[config.mk]
export PLATFORM = sky130hd
export DESIGN_NAME = riscv_mc_controller
export DESIGN_NICKNAME = d
export VERILOG_FILES = /design/src/rtl/riscv_mc_controller.sv
export SDC_FILE = /design/constraint.sdc
export NUM_CORES = 1
export LEC_CHECK = 0
export CORE_MARGIN = 10
export CORE_UTILIZATION = 55
export DETAILED_ROUTE_END_ITERATION = 7
export DONT_BUFFER_PORTS = 1
export PLACE_DENSITY = 0.67
export SLEW_MARGIN = 10
export SYNTH_ARGS = -nofsm -noshare
export SYNTH_HDL_FRONTEND = slang
export SYNTH_SLANG_ARGS = --single-unit
[constraint.sdc]
create_clock -name clk -period 2.5 [get_ports clk]
set_clock_uncertainty 0.1 [all_clocks]
set_input_delay 0.5 -clock clk [delete_from_list [all_inputs] [get_ports clk]]
set_output_delay 0.5 -clock clk [all_outputs]
set_load 0.05 [all_outputs]
[src/rtl/riscv_mc_controller.sv]
// riscv_mc_controller
// Main control FSM for the multi-cycle RV32I datapath. Each instruction is
// stepped through fetch, decode, execute, memory and writeback, and every mux
// select and write enable in the datapath is decoded from the current state.
//
// Ports:
//   clk, rst_n              rising-edge clock, synchronous active-low reset
//   op, funct3, funct7      instruction fields from the instruction register
//   zero, neg               ALU flags (result zero, result sign)
//   mem_ready               memory has completed the current access
//   pc_write, adr_src, mem_write, ir_write, result_src, alu_src_a,
//   alu_src_b, alu_control, imm_src, reg_write   datapath controls
//   illegal                 one-cycle pulse on an unsupported encoding
//   retire                  one-cycle pulse in the last state of an instruction
//   state                   current state encoding, for debug
//
// State encoding (visible on the state port):
//   0 FETCH, 1 DECODE, 2 MEMADR, 3 MEMREAD, 4 MEMWB, 5 MEMWRITE, 6 EXEC_R,
//   7 EXEC_I, 8 ALUWB, 9 BRANCH, 10 JAL, 11 JALR_ADR, 12 LUI
module riscv_mc_controller (
  input  logic       clk,
  input  logic       rst_n,
  input  logic [6:0] op,
  input  logic [2:0] funct3,
  input  logic [6:0] funct7,
  input  logic       zero,
  input  logic       neg,
  input  logic       mem_ready,
  output logic       pc_write,
  output logic       adr_src,
  output logic       mem_write,
  output logic       ir_write,
  output logic [1:0] result_src,
  output logic [1:0] alu_src_a,
  output logic [1:0] alu_src_b,
  output logic [2:0] alu_control,
  output logic [2:0] imm_src,
  output logic       reg_write,
  output logic       illegal,
  output logic       retire,
  output logic [3:0] state
);

  typedef enum logic [3:0] {
    S_FETCH    = 4'd0,
    S_DECODE   = 4'd1,
    S_MEMADR   = 4'd2,
    S_MEMREAD  = 4'd3,
    S_MEMWB    = 4'd4,
    S_MEMWRITE = 4'd5,
    S_EXEC_R   = 4'd6,
    S_EXEC_I   = 4'd7,
    S_ALUWB    = 4'd8,
    S_BRANCH   = 4'd9,
    S_JAL      = 4'd10,
    S_JALR_ADR = 4'd11,
    S_LUI      = 4'd12
  } state_t;

  localparam logic [6:0] OP_R      = 7'b0110011;
  localparam logic [6:0] OP_I      = 7'b0010011;
  localparam logic [6:0] OP_LOAD   = 7'b0000011;
  localparam logic [6:0] OP_STORE  = 7'b0100011;
  localparam logic [6:0] OP_BRANCH = 7'b1100011;
  localparam logic [6:0] OP_JAL    = 7'b1101111;
  localparam logic [6:0] OP_JALR   = 7'b1100111;
  localparam logic [6:0] OP_LUI    = 7'b0110111;

  state_t state_q, state_d;

  logic decodeIllegal;
  logic branchTaken;
  logic pcWriteRaw, memWriteRaw, irWriteRaw, regWriteRaw, illegalRaw, retireRaw;

  // Shared funct3 -> ALU operation map for register and immediate forms;
  // subtract only applies to the register form with funct7[5] set.
  function automatic logic [2:0] aluOp(input logic [2:0] f3, input logic subtract);
    case (f3)
      3'b000:  aluOp = subtract ? 3'b001 : 3'b000;
      3'b111:  aluOp = 3'b010;
      3'b110:  aluOp = 3'b011;
      3'b100:  aluOp = 3'b100;
      3'b010:  aluOp = 3'b101;
      3'b011:  aluOp = 3'b110;
      default: aluOp = 3'b000;
    endcase
  endfunction

  // Everything the datapath cannot execute is caught here, so later states
  // never see an unsupported funct3/funct7. Shifts (funct3 001/101) are not
  // implemented; memory accesses are word-only.
  always_comb begin
    decodeIllegal = 1'b1;
    case (op)
      OP_R:      decodeIllegal = !((funct7 == 7'b0000000 && funct3 != 3'b001 && funct3 != 3'b101) ||
                                   (funct7 == 7'b0100000 && funct3 == 3'b000));
      OP_I:      decodeIllegal = (funct3 == 3'b001) || (funct3 == 3'b101);
      OP_LOAD:   decodeIllegal = (funct3 != 3'b010);
      OP_STORE:  decodeIllegal = (funct3 != 3'b010);
      OP_BRANCH: decodeIllegal = funct3[1];
      OP_JAL:    decodeIllegal = 1'b0;
      OP_JALR:   decodeIllegal = (funct3 != 3'b000);
      OP_LUI:    decodeIllegal = 1'b0;
      default:   decodeIllegal = 1'b1;
    endcase
  end

  // Branch condition from the flags of rs1 - rs2 computed in BRANCH.
  always_comb begin
    branchTaken = 1'b0;
    case (funct3)
      3'b000:  branchTaken = zero;
      3'b001:  branchTaken = !zero;
      3'b100:  branchTaken = neg;
      3'b101:  branchTaken = !neg;
      default: branchTaken = 1'b0;
    endcase
  end

  // Next-state logic; FETCH, MEMREAD and MEMWRITE hold until mem_ready.
  always_comb begin
    state_d = state_q;
    case (state_q)
      S_FETCH:    if (mem_ready) state_d = S_DECODE;
      S_DECODE: begin
        if (decodeIllegal) state_d = S_FETCH;
        else begin
          case (op)
            OP_R:      state_d = S_EXEC_R;
            OP_I:      state_d = S_EXEC_I;
            OP_LOAD:   state_d = S_MEMADR;
            OP_STORE:  state_d = S_MEMADR;
            OP_BRANCH: state_d = S_BRANCH;
            OP_JAL:    state_d = S_JAL;
            OP_JALR:   state_d = S_JALR_ADR;
            OP_LUI:    state_d = S_LUI;
            default:   state_d = S_FETCH;
          endcase
        end
      end
      S_EXEC_R:   state_d = S_ALUWB;
      S_EXEC_I:   state_d = S_ALUWB;
      S_ALUWB:    state_d = S_FETCH;
      S_MEMADR:   state_d = (op == OP_STORE) ? S_MEMWRITE : S_MEMREAD;
      S_MEMREAD:  if (mem_ready) state_d = S_MEMWB;
      S_MEMWB:    state_d = S_FETCH;
      S_MEMWRITE: if (mem_ready) state_d = S_FETCH;
      S_BRANCH:   state_d = S_FETCH;
      S_JALR_ADR: state_d = S_JAL;
      S_JAL:      state_d = S_ALUWB;
      S_LUI:      state_d = S_FETCH;
      default:    state_d = S_FETCH;
    endcase
  end

  always_ff @(posedge clk) begin
    if (!rst_n) state_q <= S_FETCH;
    else        state_q <= state_d;
  end

  // Moore decode of datapath controls; only the ALU op, immediate format,
  // branch pc_write and handshake-qualified enables look at inputs.
  always_comb begin
    pcWriteRaw  = 1'b0;
    adr_src     = 1'b0;
    memWriteRaw = 1'b0;
    irWriteRaw  = 1'b0;
    result_src  = 2'b00;
    alu_src_a   = 2'b00;
    alu_src_b   = 2'b00;
    alu_control = 3'b000;
    imm_src     = 3'b000;
    regWriteRaw = 1'b0;
    illegalRaw  = 1'b0;
    retireRaw   = 1'b0;
    case (state_q)
      S_FETCH: begin
        alu_src_b  = 2'b10;
        result_src = 2'b10;
        irWriteRaw = mem_ready;
        pcWriteRaw = mem_ready;
      end
      S_DECODE: begin
        alu_src_a  = 2'b01;
        alu_src_b  = 2'b01;
        imm_src    = (op == OP_JAL) ? 3'b011 : 3'b010;
        illegalRaw = decodeIllegal;
      end
      S_EXEC_R: begin
        alu_src_a   = 2'b10;
        alu_control = aluOp(funct3, funct7[5]);
      end
      S_EXEC_I: begin
        alu_src_a   = 2'b10;
        alu_src_b   = 2'b01;
        alu_control = aluOp(funct3, 1'b0);
      end
      S_ALUWB: begin
        regWriteRaw = 1'b1;
        retireRaw   = 1'b1;
      end
      S_MEMADR: begin
        alu_src_a = 2'b10;
        alu_src_b = 2'b01;
        imm_src   = (op == OP_STORE) ? 3'b001 : 3'b000;
      end
      S_MEMREAD:  adr_src = 1'b1;
      S_MEMWB: begin
        result_src  = 2'b01;
        regWriteRaw = 1'b1;
        retireRaw   = 1'b1;
      end
      S_MEMWRITE: begin
        adr_src     = 1'b1;
        memWriteRaw = 1'b1;
        retireRaw   = mem_ready;
      end
      S_BRANCH: begin
        alu_src_a   = 2'b10;
        alu_control = 3'b001;
        pcWriteRaw  = branchTaken;
        retireRaw   = 1'b1;
      end
      S_JALR_ADR: begin
        alu_src_a = 2'b10;
        alu_src_b = 2'b01;
      end
      S_JAL: begin
        pcWriteRaw = 1'b1;
        alu_src_a  = 2'b01;
        alu_src_b  = 2'b10;
      end
      S_LUI: begin
        imm_src     = 3'b100;
        result_src  = 2'b11;
        regWriteRaw = 1'b1;
        retireRaw   = 1'b1;
      end
      default: ;
    endcase
  end

  // Enables are suppressed for the whole time reset is held, so an access
  // interrupted by reset never commits.
  assign pc_write  = pcWriteRaw  & rst_n;
  assign mem_write = memWriteRaw & rst_n;
  assign ir_write  = irWriteRaw  & rst_n;
  assign reg_write = regWriteRaw & rst_n;
  assign illegal   = illegalRaw  & rst_n;
  assign retire    = retireRaw   & rst_n;
  assign state     = state_q;

endmodule

Word-level counts from Yosys, hierarchy flattened:

Cells that the tools add are included.
Widths: inputs -> output; s select.

* flip-flop bits (word level): 4
* bits of input ports: 22
* output and inout bits: 23
* word-level logic and storage cells: 90

* eq/ne operators: 34
* multiplexer cells: 26
* bitwise operators: 6
* reductions and logical operators: 23

Operator list (count)
* $pmux 4 s7: 2
* $eq 7x6->1 const B: 4
* $eq 7x7->1 const B: 3
* $eq 4x4->1 const B: 5
* $pmux 3 s3: 2
* $pmux 3 s6: 1
* $eq 4x3->1 const B: 4
* $mux 4: 4
* $pmux 3 s5: 1
* $eq 3x3->1 const B: 4
* $reduce_or 2->1: 5
* $eq 4x2->1 const B: 2
* $mux 1: 8
* $pmux 2 s2: 2
* $reduce_or 4->1: 2
* $eq 7x2->1 const B: 1
* $eq 7x5->1 const B: 1
* $logic_not 7->1: 1
* $and 1x1->1: 6
* $eq 3x2->1 const B: 2
* $ne 2x2->1 const B: 3
* $pmux 1 s6: 1
* $pmux 2 s3: 1
* $reduce_or 3->1: 2
* other kinds (17): 22

Longest topological paths before layout:

Gate-level depths: netlist of the first run.

* word-level depth: 8
* mapped depth: 6
* depth with buffers taken out: 5

Worst setup path after synthesis of the first run:

No wires, ideal clock.

* path type: flip-flop to output port
* start: register state_q[1] (netlist: state[1])
* end: output alu_control[0]
* data arrival time: 2712 ps
* required time: 1900 ps
* path slack: -812 ps
* stages on the path, launching flop included: 5
* cell sequence: dfxtp_1 > clkbuf_1 > clkbuf_1 > nand3b_1 > o32ai_1

* word-level cells in the longest chain between the ends: 2
* elaborated cells between the ends (all ways): 4
* those cells by class: eq/ne (3); mux (1)

RTL lines
* from (decl): RTL line 69 `state_t state_q, state_d;`
* from (signal assigned): RTL line 158 `else state_q <= state_d;`
* $eq 4x4->1 / $eq 4x3->1 (equally long branches): RTL line 176 `case (state_q)`
* $pmux 3 s3 (*): RTL line 176
* to (decl): RTL line 36 `output logic [2:0] alu_control,`

Every way passes the cells marked *; elsewhere a longest branch is shown, timed or not.

Worst setup path after layout of the first run:

* start: register state_q[0] (netlist: state[0])
* end: output pc_write

* word-level cells in the longest chain between the ends: 3
* elaborated cells between the ends (all ways): 5
* those cells by class: eq/ne (2); mux (1); bitwise (1); reduce/logical (1)

RTL lines
* $eq 4x4->1 / $logic_not 4->1 (equally long branches): RTL line 176
* $pmux 1 s3 (*): RTL line 176
* $and 1x1->1 (*): RTL line 245 `assign pc_write = pcWriteRaw & rst_n;`
* to (decl): RTL line 29 `output logic pc_write,`

Marks and branches as above.

==> results of run 1 <==
==> through the flow <==
step,hold slack (ps),cell area [sq um],util,setup WS [ps]
floorplan,537,888,-,-183
global placement,545,1110,0.758,190
detailed placement,547,1110,0.758,168
CTS,288,1140,0.776,108
global route,288,1150,0.780,47.9
finish,283,1150,0.780,154
==> cells in the mapped netlist, drive strengths merged <==
master	number	area, sq um
a2111oi	1	8.76
a211o	1	8.76
a211oi	2	20.0
a21boi	2	15.0
a21o	1	7.51
a21oi	6	30.0
a311oi	1	15.0
a31o	1	8.76
a31oi	1	6.26
a32o	1	10.0
a32oi	1	8.76
and2	2	12.5
and3	4	25.0
and4	1	8.76
buf	2	10.0
clkbuf	7	26.3
dfxtp	4	80.1
inv	4	15.0
mux2i	2	20.0
nand2	7	26.3
nand2b	9	56.3
nand3b	4	30.0
nand4b	2	17.5
nor2	19	71.3
nor2b	6	37.5
nor3	3	15.0
nor3b	2	15.0
nor4	6	52.6
o2111ai	1	8.76
o21ai	9	45.0
o221a	1	11.3
o22a	1	8.76
o22ai	1	6.26
o311ai	1	8.76
o31ai	3	22.5
o32ai	2	17.5
o41ai	1	8.76
or2	1	6.26
or3	3	18.8
or4	1	7.51
xnor2	1	8.76
xor2	1	8.76
==> placed cells by master, fill, tap and decap left out, types with 5 or more instances in the layout <==
cell / instances
buf_12: 5
nor2b_1: 5
nor2_1: 18
a21oi_1: 5
o21ai_0: 8
nand2_1: 7
buf_4: 19
nand2b_1: 9
==> where the power goes <==
group          switching (mW)  total, mW  internal, mW
logic                  0.0859      0.142        0.0561
registers             0.00438     0.0699        0.0655
clock network          0.0363     0.0969        0.0605
total                   0.127      0.309         0.182
==> metal layers <==
| layer | routed length (um) | track usage |
|---|---|---|
| met1 | 1110 | 0.169 |
| met2 | 1280 | 0.241 |
| met3 | 272 | 0.0536 |
| met4 | 16 | 0.0295 |
| met5 | 0 | 0 |
==> layout make-up <==
cell class | instances | area [sq um] | share of cell area
Clock buffer | 4 | 26.3 | 0.0229
Timing Repair Buffer | 24 | 243 | 0.212
Multi-Input combinational cell | 112 | 758 | 0.661
Inverter | 4 | 15.0 | 0.0131
Sequential cell | 4 | 85.1 | 0.0742
Tap cell | 16 | 20.0 | 0.0174
==> path summary, 6_finish.rpt <==
| path | cells past startpoint | endpoint | from |
|---|---|---|---|
| hold / removal | 1 | state[0] | rst_n |
| setup reg to reg | 5 | state[0] | state[2] |
| hold reg to reg | 3 | state[2] | state[0] |
| setup / recovery | 6 | pc_write | state[0] |
==> cells by family (layout without fill, tap and decap cells) <==
logic type,count (synthesis),after routing,share of synthesized area
AOI/OAI and AO/OA,38,38,0.327
xor gates and xnor gates,2,2,0.0207
buffers and inverters,13,32,0.0607
DFF,4,4,0.0947
muxes,2,2,0.0237
and+or+nand+nor,70,70,0.473
==> worst register-to-register path, stage by stage, from the launching register on <==
cell,delay (ps)
dfxtp_1,310
buf_4,240
nor4_4,290
o311ai_1,190
a2111oi_0,570
o221a_2,310
==> results.sh, run 1 <==
export IMPL_layout_cells_non_filler=164
export IMPL_fin_crit_ps=2350
export IMPL_tritoncts="built"
export IMPL_fin_nets=171
export IMPL_start_kind="register"
export IMPL_overflow=0
export IMPL_r2r_setup_slack_ps=440
export IMPL_status="finished clean"
export IMPL_crit_slowest_cell="dfxtp_4"
export IMPL_hp_class="in -> reg"
export IMPL_crit_buf_inv=1
export IMPL_fp_row_count=14
export IMPL_htreeDepth=1
export IMPL_clk_pin_slew_ps=50
export IMPL_routed_wl_mm=2.67
export IMPL_n_antenna_cell=0
export IMPL_die_h_um=59.2
export IMPL_initial_core_util=0.575
export IMPL_ys_seq_area_frac=0.0947
export IMPL_worst_pin_slew_ps=679
export IMPL_worstPathRequired_ps=1900
export IMPL_cts_root_buf="clkbuf_4"
export IMPL_path_delay_family="simple AND/OR/NAND/NOR gates"
export IMPL_cellPowerDensity_nw_per_um2=269
export IMPL_syn_area_per_cell_sq_um=6.56
export IMPL_path_max_fanout=10
export IMPL_core_sq_um=1470
export IMPL_fin_setup_tns_ps=0
export IMPL_ios=45
export IMPL_grt_first_pass_wirelength_mm=4.34
export IMPL_antenna_found_initial=0
export IMPL_drv_slew=0
export IMPL_cp_data_arrival_time_ps=1750
export IMPL_grt_max_degree=24
export IMPL_drt_first_pass_iters=4
export IMPL_grt_pass1_vias=969
export IMPL_vias=1045
export IMPL_gp_congestion=0.798
export IMPL_drt_antenna_violating_nets=0
export IMPL_worst_ir_drop_vdd_mv=0.150
export IMPL_drt_initial_drc_count=24
export IMPL_rsz0062_at_grt="no"
export IMPL_synthCells=129
export IMPL_cts_repair_resized=0
export IMPL_cts_buffers=3
export IMPL_finalCritPeriodShare=0.938
export IMPL_maxCapViolCount=0
export IMPL_areaGrowthSynthToFinish_pct=35.7
export IMPL_ys_types=45
export IMPL_relSlewSlack=0.536
export IMPL_largest_reg_flops=4
export IMPL_post_drt_via_cell_ratio=6.37
export IMPL_end_kind="output port"
export IMPL_hold_viol=0
export IMPL_n_fill_cell=118
export IMPL_drive_above_1_share=0.297
export IMPL_wl_per_cell_um=16.3
export IMPL_cts_buffer_depth=2
export IMPL_p_total_uw=309
export IMPL_drc_errors=0
export IMPL_cts_sinks=4
export IMPL_critPathMaxStageDelay_ps=400
export IMPL_clk_latency_ps=250
export IMPL_die_w_um=59.2
export IMPL_postCtsHoldBufs=0
export IMPL_path_cells="nor2b_1 -> nand2_1 -> nor4_2 -> a21oi_1 -> nor2b_2 -> buf_12"
export IMPL_dp_hpwl_mm=2.13
export IMPL_yosysWarnings=0
export IMPL_die_area_sq_um=3510
export IMPL_netlist_area_sq_um=846
export IMPL_post_cts_buffers=0
export IMPL_setup_viol=0
export IMPL_synth_seq_cells=4
export IMPL_syn_num_nets=151
export IMPL_power_leakage_nw=0.444
export IMPL_fmax_ghz=0.426
export IMPL_path_class="reg -> out"
export IMPL_io_buffers=0
export IMPL_dpl_cell_count=160
export IMPL_grt_usage=0.144
Note: power is estimated with default switching activity, not from simulation.
==> inputs of run 2 (changes only) <==
CORE_ASPECT_RATIO = 0.8   (was default)
CORE_UTILIZATION = 50   (was 55)
PLACE_DENSITY = 0.62   (was 0.67)
==> run 2 against run 1 <==
Effect of this change:
- sequential cell count is the same
- clock-buffer cell count is the same
- design area increased by 0.76%
- combinational power is essentially flat
- die area up 6.9%
- worst hold slack improved by 20 ps
- critical path type is now in -> out
==> results.sh, run 2 (same netlist as run 1, synthesis figures left out) <==
export IMPL_clk_pin_slew_ps=50
export IMPL_relSlewSlack=0.511
export IMPL_worstPathRequired_ps=1900
export IMPL_die_w_um=66.0
export IMPL_ios=45
export IMPL_start_kind="input port"
export IMPL_worst_ir_drop_vdd_mv=0.289
export IMPL_wl_per_cell_um=17.1
export IMPL_regArea_sq_um=85.1
export IMPL_min_from="rst_n"
export IMPL_fin_hold_ws_ps=303
export IMPL_die_h_um=56.8
export IMPL_final_cell_mix="buf_4, nor2_1, nand2b_1"
export IMPL_fin_nets=172
export IMPL_drt_initial_drc_count=75
export IMPL_areaGrowthSynthToFinish_pct=36.7
export IMPL_fp_row_count=13
export IMPL_cts_sinks=4
export IMPL_maxCapViolCount=0
export IMPL_power_leakage_nw=0.449
export IMPL_cts_buffer_depth=2
export IMPL_grt_first_pass_wirelength_mm=4.77
export IMPL_routed_wl_mm=2.93
export IMPL_tritoncts="built"
export IMPL_dpl_cell_count=167
export IMPL_overflow=0
export IMPL_cts_root_buf="clkbuf_4"
export IMPL_drt_antenna_violating_nets=0
export IMPL_initial_core_util=0.525
export IMPL_gp_congestion=0.885
export IMPL_grt_max_degree=22
export IMPL_largest_reg_flops=4
export IMPL_layout_cells_non_filler=171
export IMPL_dp_hpwl_mm=2.32
export IMPL_cts_repair_resized=0
export IMPL_finalCritPeriodShare=0.952
export IMPL_hold_viol=0
export IMPL_path_class="in -> out"
export IMPL_io_buffers=0
export IMPL_setup_viol=0
export IMPL_cts_buffers=3
export IMPL_path_max_fanout=10
export IMPL_postCtsHoldBufs=0
export IMPL_die_area_sq_um=3750
export IMPL_grt_pass1_vias=997
export IMPL_crit_start="funct3[1]"
export IMPL_n_fill_cell=143
export IMPL_post_drt_via_cell_ratio=6.19
export IMPL_fmax_ghz=0.420
export IMPL_cellPowerDensity_nw_per_um2=262
export IMPL_clk_latency_ps=240
export IMPL_status="finished clean"
export IMPL_fin_area_sq_um=1160
export IMPL_end_kind="output port"
export IMPL_worst_pin_slew_ps=724
export IMPL_multi_input_area_sq_um=752
export IMPL_final_common_cell="buf_4"
export IMPL_grt_usage=0.150
export IMPL_drive_above_1_share=0.295
export IMPL_placed_area_sq_um=1130
export IMPL_core_sq_um=1610
export IMPL_p_total_uw=303
export IMPL_fin_crit_ps=2380
export IMPL_n_antenna_cell=0
export IMPL_drc_errors=0
export IMPL_vias=1059
export IMPL_htreeDepth=1
export IMPL_drt_first_pass_iters=4
export IMPL_hp_class="in -> reg"
export IMPL_drv_slew=0
export IMPL_antenna_found_initial=0
export IMPL_rsz0062_at_grt="no"
export IMPL_cp_data_arrival_time_ps=1780
export IMPL_post_cts_buffers=0
export IMPL_reg2reg_from="state[1]"
==> run 2: final timing paths <==
path / endpoint / slack [ps] / cells past startpoint
min: state[0] / 300 / 1
max reg2reg: state[2] / 550 / 4
max: illegal / 120 / 6
min reg2reg: state[2] / 670 / 3
==> run 2: final cells by class <==
class	count	area share
clock buffer	4	0.0227
multi-input combinational	112	0.650
inverter	4	0.0130
tap	22	0.0238
sequential	4	0.0736
timing repair buffer	25	0.216
==> run 2: power by group <==
group          switching (mW)  internal [mW]  leakage [nW]
Clock                  0.0304         0.0601        0.0150
Sequential            0.00488         0.0656        0.0336
Combinational          0.0861         0.0561         0.400
==> run 2: metrics by stage <==
step	setup slack, ps	TNS (ps)	util
CTS	122	0	0.718
global route	22.8	0	0.718
global placement	166	0	0.702
detailed placement	131	0	0.702
floorplan	-183	-588	-
finish	120	0	0.718
==> run 2: layer usage <==
layer  vias to the layer above  wire [um]  track usage
met1                       483       1260        0.179
met2                        44       1370        0.245
li1                        530          -            -
met4                         0         21       0.0448
met3                         2        267       0.0475
met5                         -          0            0
==> run 2: worst max-delay path, cell delays in order <==
cell      delay (ps)
nor2b_1          120
or3_1            320
a311oi_2         390
nor2_1           130
a21oi_4          180
buf_12           150
==> inputs of run 3 (changes only) <==
CTS_CLUSTER_DIAMETER = 200   (was default)
SLEW_MARGIN = default   (was 10)
==> results of run 3 <==
Same layout as run 2: the final DEF is identical, and so are final timing and power.
==> patch: new RTL, config.mk and constraints of run 1 <==
Make the reset (`rst_n`) asynchronous in one clocked block. Comments in the files are not updated.
--- a/src/rtl/riscv_mc_controller.sv
+++ b/src/rtl/riscv_mc_controller.sv
@@ -153,7 +153,7 @@
     endcase
   end
 
-  always_ff @(posedge clk) begin
+  always_ff @(posedge clk or negedge rst_n) begin
     if (!rst_n) state_q <= S_FETCH;
     else        state_q <= state_d;
   end
Function: differs if rst_n is asserted again (counterexample within 4 cycles, from zero or initial values and one cycle with rst_n low); with rst_n held inactive, the same outputs for 10 cycles.
==> patch against run 1 <==
Sequential cell count unchanged. Maximum frequency down 4.3%. Global-route usage up 6.2 points. Final area up 12%. Non-clock buffer count up 6. Via count up 13%. Routed wire length up 38%. Cell count down 1.2%. Utilization up 16 points. Setup slack worse by 0.10 ns. Area after synthesis down 1.8%.
Power is not compared: it rests on default switching activity, and its combinational part moved more than twofold at a synthesized area within 25%.
==> patch: results (changes against run 1) <==
status finished, final reports clean; Clk Latency, worst-skew pair 0.25 ns (about the same); Post-DP Area 1240 um2 (+11%); most frequent cells after synthesis nor2_1, nand2_1, a21oi_1, nor3_1; hpwl dp 2780 um (+30%); critical path peak fanout 2 (-8); Detailed Routing Iterations Pass 1 5 (+1); Yosys cell types 45 (unchanged); XOR/XNOR Fraction of Synth Area 3.16% (+1.1 points); met3 GRT Util 7.51% (+2.1 points); Post-Syn Nets 144 (-4.6%); syn avg cell area 6.81 um2 (+3.9%); vias per inst 7.30 (+15%); sequential area share after synthesis 12.0% (+2.6 points); worst slack at placement 0.0441 ns (-0.124 ns); first-pass GRT wire length 5780 um (+33%); GRT Overall Usage 20.6% (+6.2 points); initial antenna violation count 0 (unchanged); GR Util met1 22.6% (+5.7 points); GR Layer Usage met2 33.3% (+9.3 points); First DRT Iteration DRCs 118 (+390%); R2R Path Start state[3]$_DFFE_PN0P_; DR vias 1183 (+13%); largest net degree at the start of global routing 17 (-29%); Worst-Margin Slew 0.614 ns (-0.0647 ns); asr flop ratio synth 100% (+100 points); Filler Cells Inserted 49 (-58%); CTS Buffer Depth 2 (unchanged); hold wc startpoint op[5]; routed wire length 3690 um (+38%); r2r setup slk 0.34 ns (-0.10 ns); Compound-Gate Fraction of Synth Area 32.8% (+0.14 points); GPL Wtd Cong 0.986 (+24%); Final nets 170 (-0.58%); Power Density 578 nW/um2; layout cell share with drive strength beyond 1 37.4% (+7.7 points); reg2reg end state[0]$_DFFE_PN0P_
## patch: changes by cell type after synthesis, sizes merged, moves of 4 or more
| cell | before | now |
|---|---|---|
| nor2 | 19 | 14 |
| o21ai | 9 | 5 |
| dfrtp | 0 | 4 |
| nand2b | 9 | 2 |
| nor3 | 3 | 7 |
| dfxtp | 4 | 0 |
## patch: critical path: stages
cell and delay, ns:
or4_1 0.55, a2111oi_4 0.26, nor4_1 0.13, o311a_4 0.41
## patch: kinds of logic after synthesis
kind of cell    count (synthesis)
mux                             2
buf+inv                        14
xor+xnor                        3
compound gates                 36
flops                           4
simple gates                   63
## patch: report_power, final
group	total, mW	internal [mW]	switching (mW)
Clock	0.0941	0.0603	0.0337
Combinational	0.545	0.200	0.345
Sequential	0.102	0.0748	0.0270
## patch: repair_timing
item	CTS	global route
endpoints found under the setup margin	9	2
hold buffers	1	0
buffers inserted	0	0
gates resized for setup	1	3
endpoints found under the hold margin	4	0
## patch: area by class of cell
| cell class | instances | share of cell area, % |
|---|---|---|
| timing repair buffer | 30 | 24.6 |
| inverter | 5 | 1.46 |
| multi-input combinational | 104 | 62.2 |
| clock buffer | 4 | 2.05 |
| sequential | 4 | 8.20 |
| tap | 15 | 1.46 |
## patch: metrics by stage
step	total power, mW	hold slack [ns]
5_1_grt	0.771	0.374
3_3_place_gp	0.615	0.105
4_1_cts	0.730	0.358
3_5_place_dp	0.631	0.105
6_report	0.741	0.365
2_1_floorplan	0.465	0.104
## patch: worst max path at each step
stage                                    start             end  slack, ns  depth (start not counted)
after floorplan           state[1]$_DFFE_PN0P_  alu_control[2]      -0.13                          3
after global placement               funct7[3]         illegal       0.09                          4
after detailed placement  state[3]$_DFFE_PN0P_        pc_write       0.04                          4
after CTS                            funct7[3]         illegal       0.04                          4
after global routing                 funct7[3]         illegal      0.009                          4
final                                funct7[3]         illegal       0.05                          4
## patch: routing by layer
| metal | up-vias | part of all wire [%] |
|---|---|---|
| met3 | 20 | 15 |
| met1 | 533 | 35 |
| met4 | 0 | 3.6 |
| met2 | 119 | 47 |
| met5 | - | 0 |
| li1 | 511 | - |
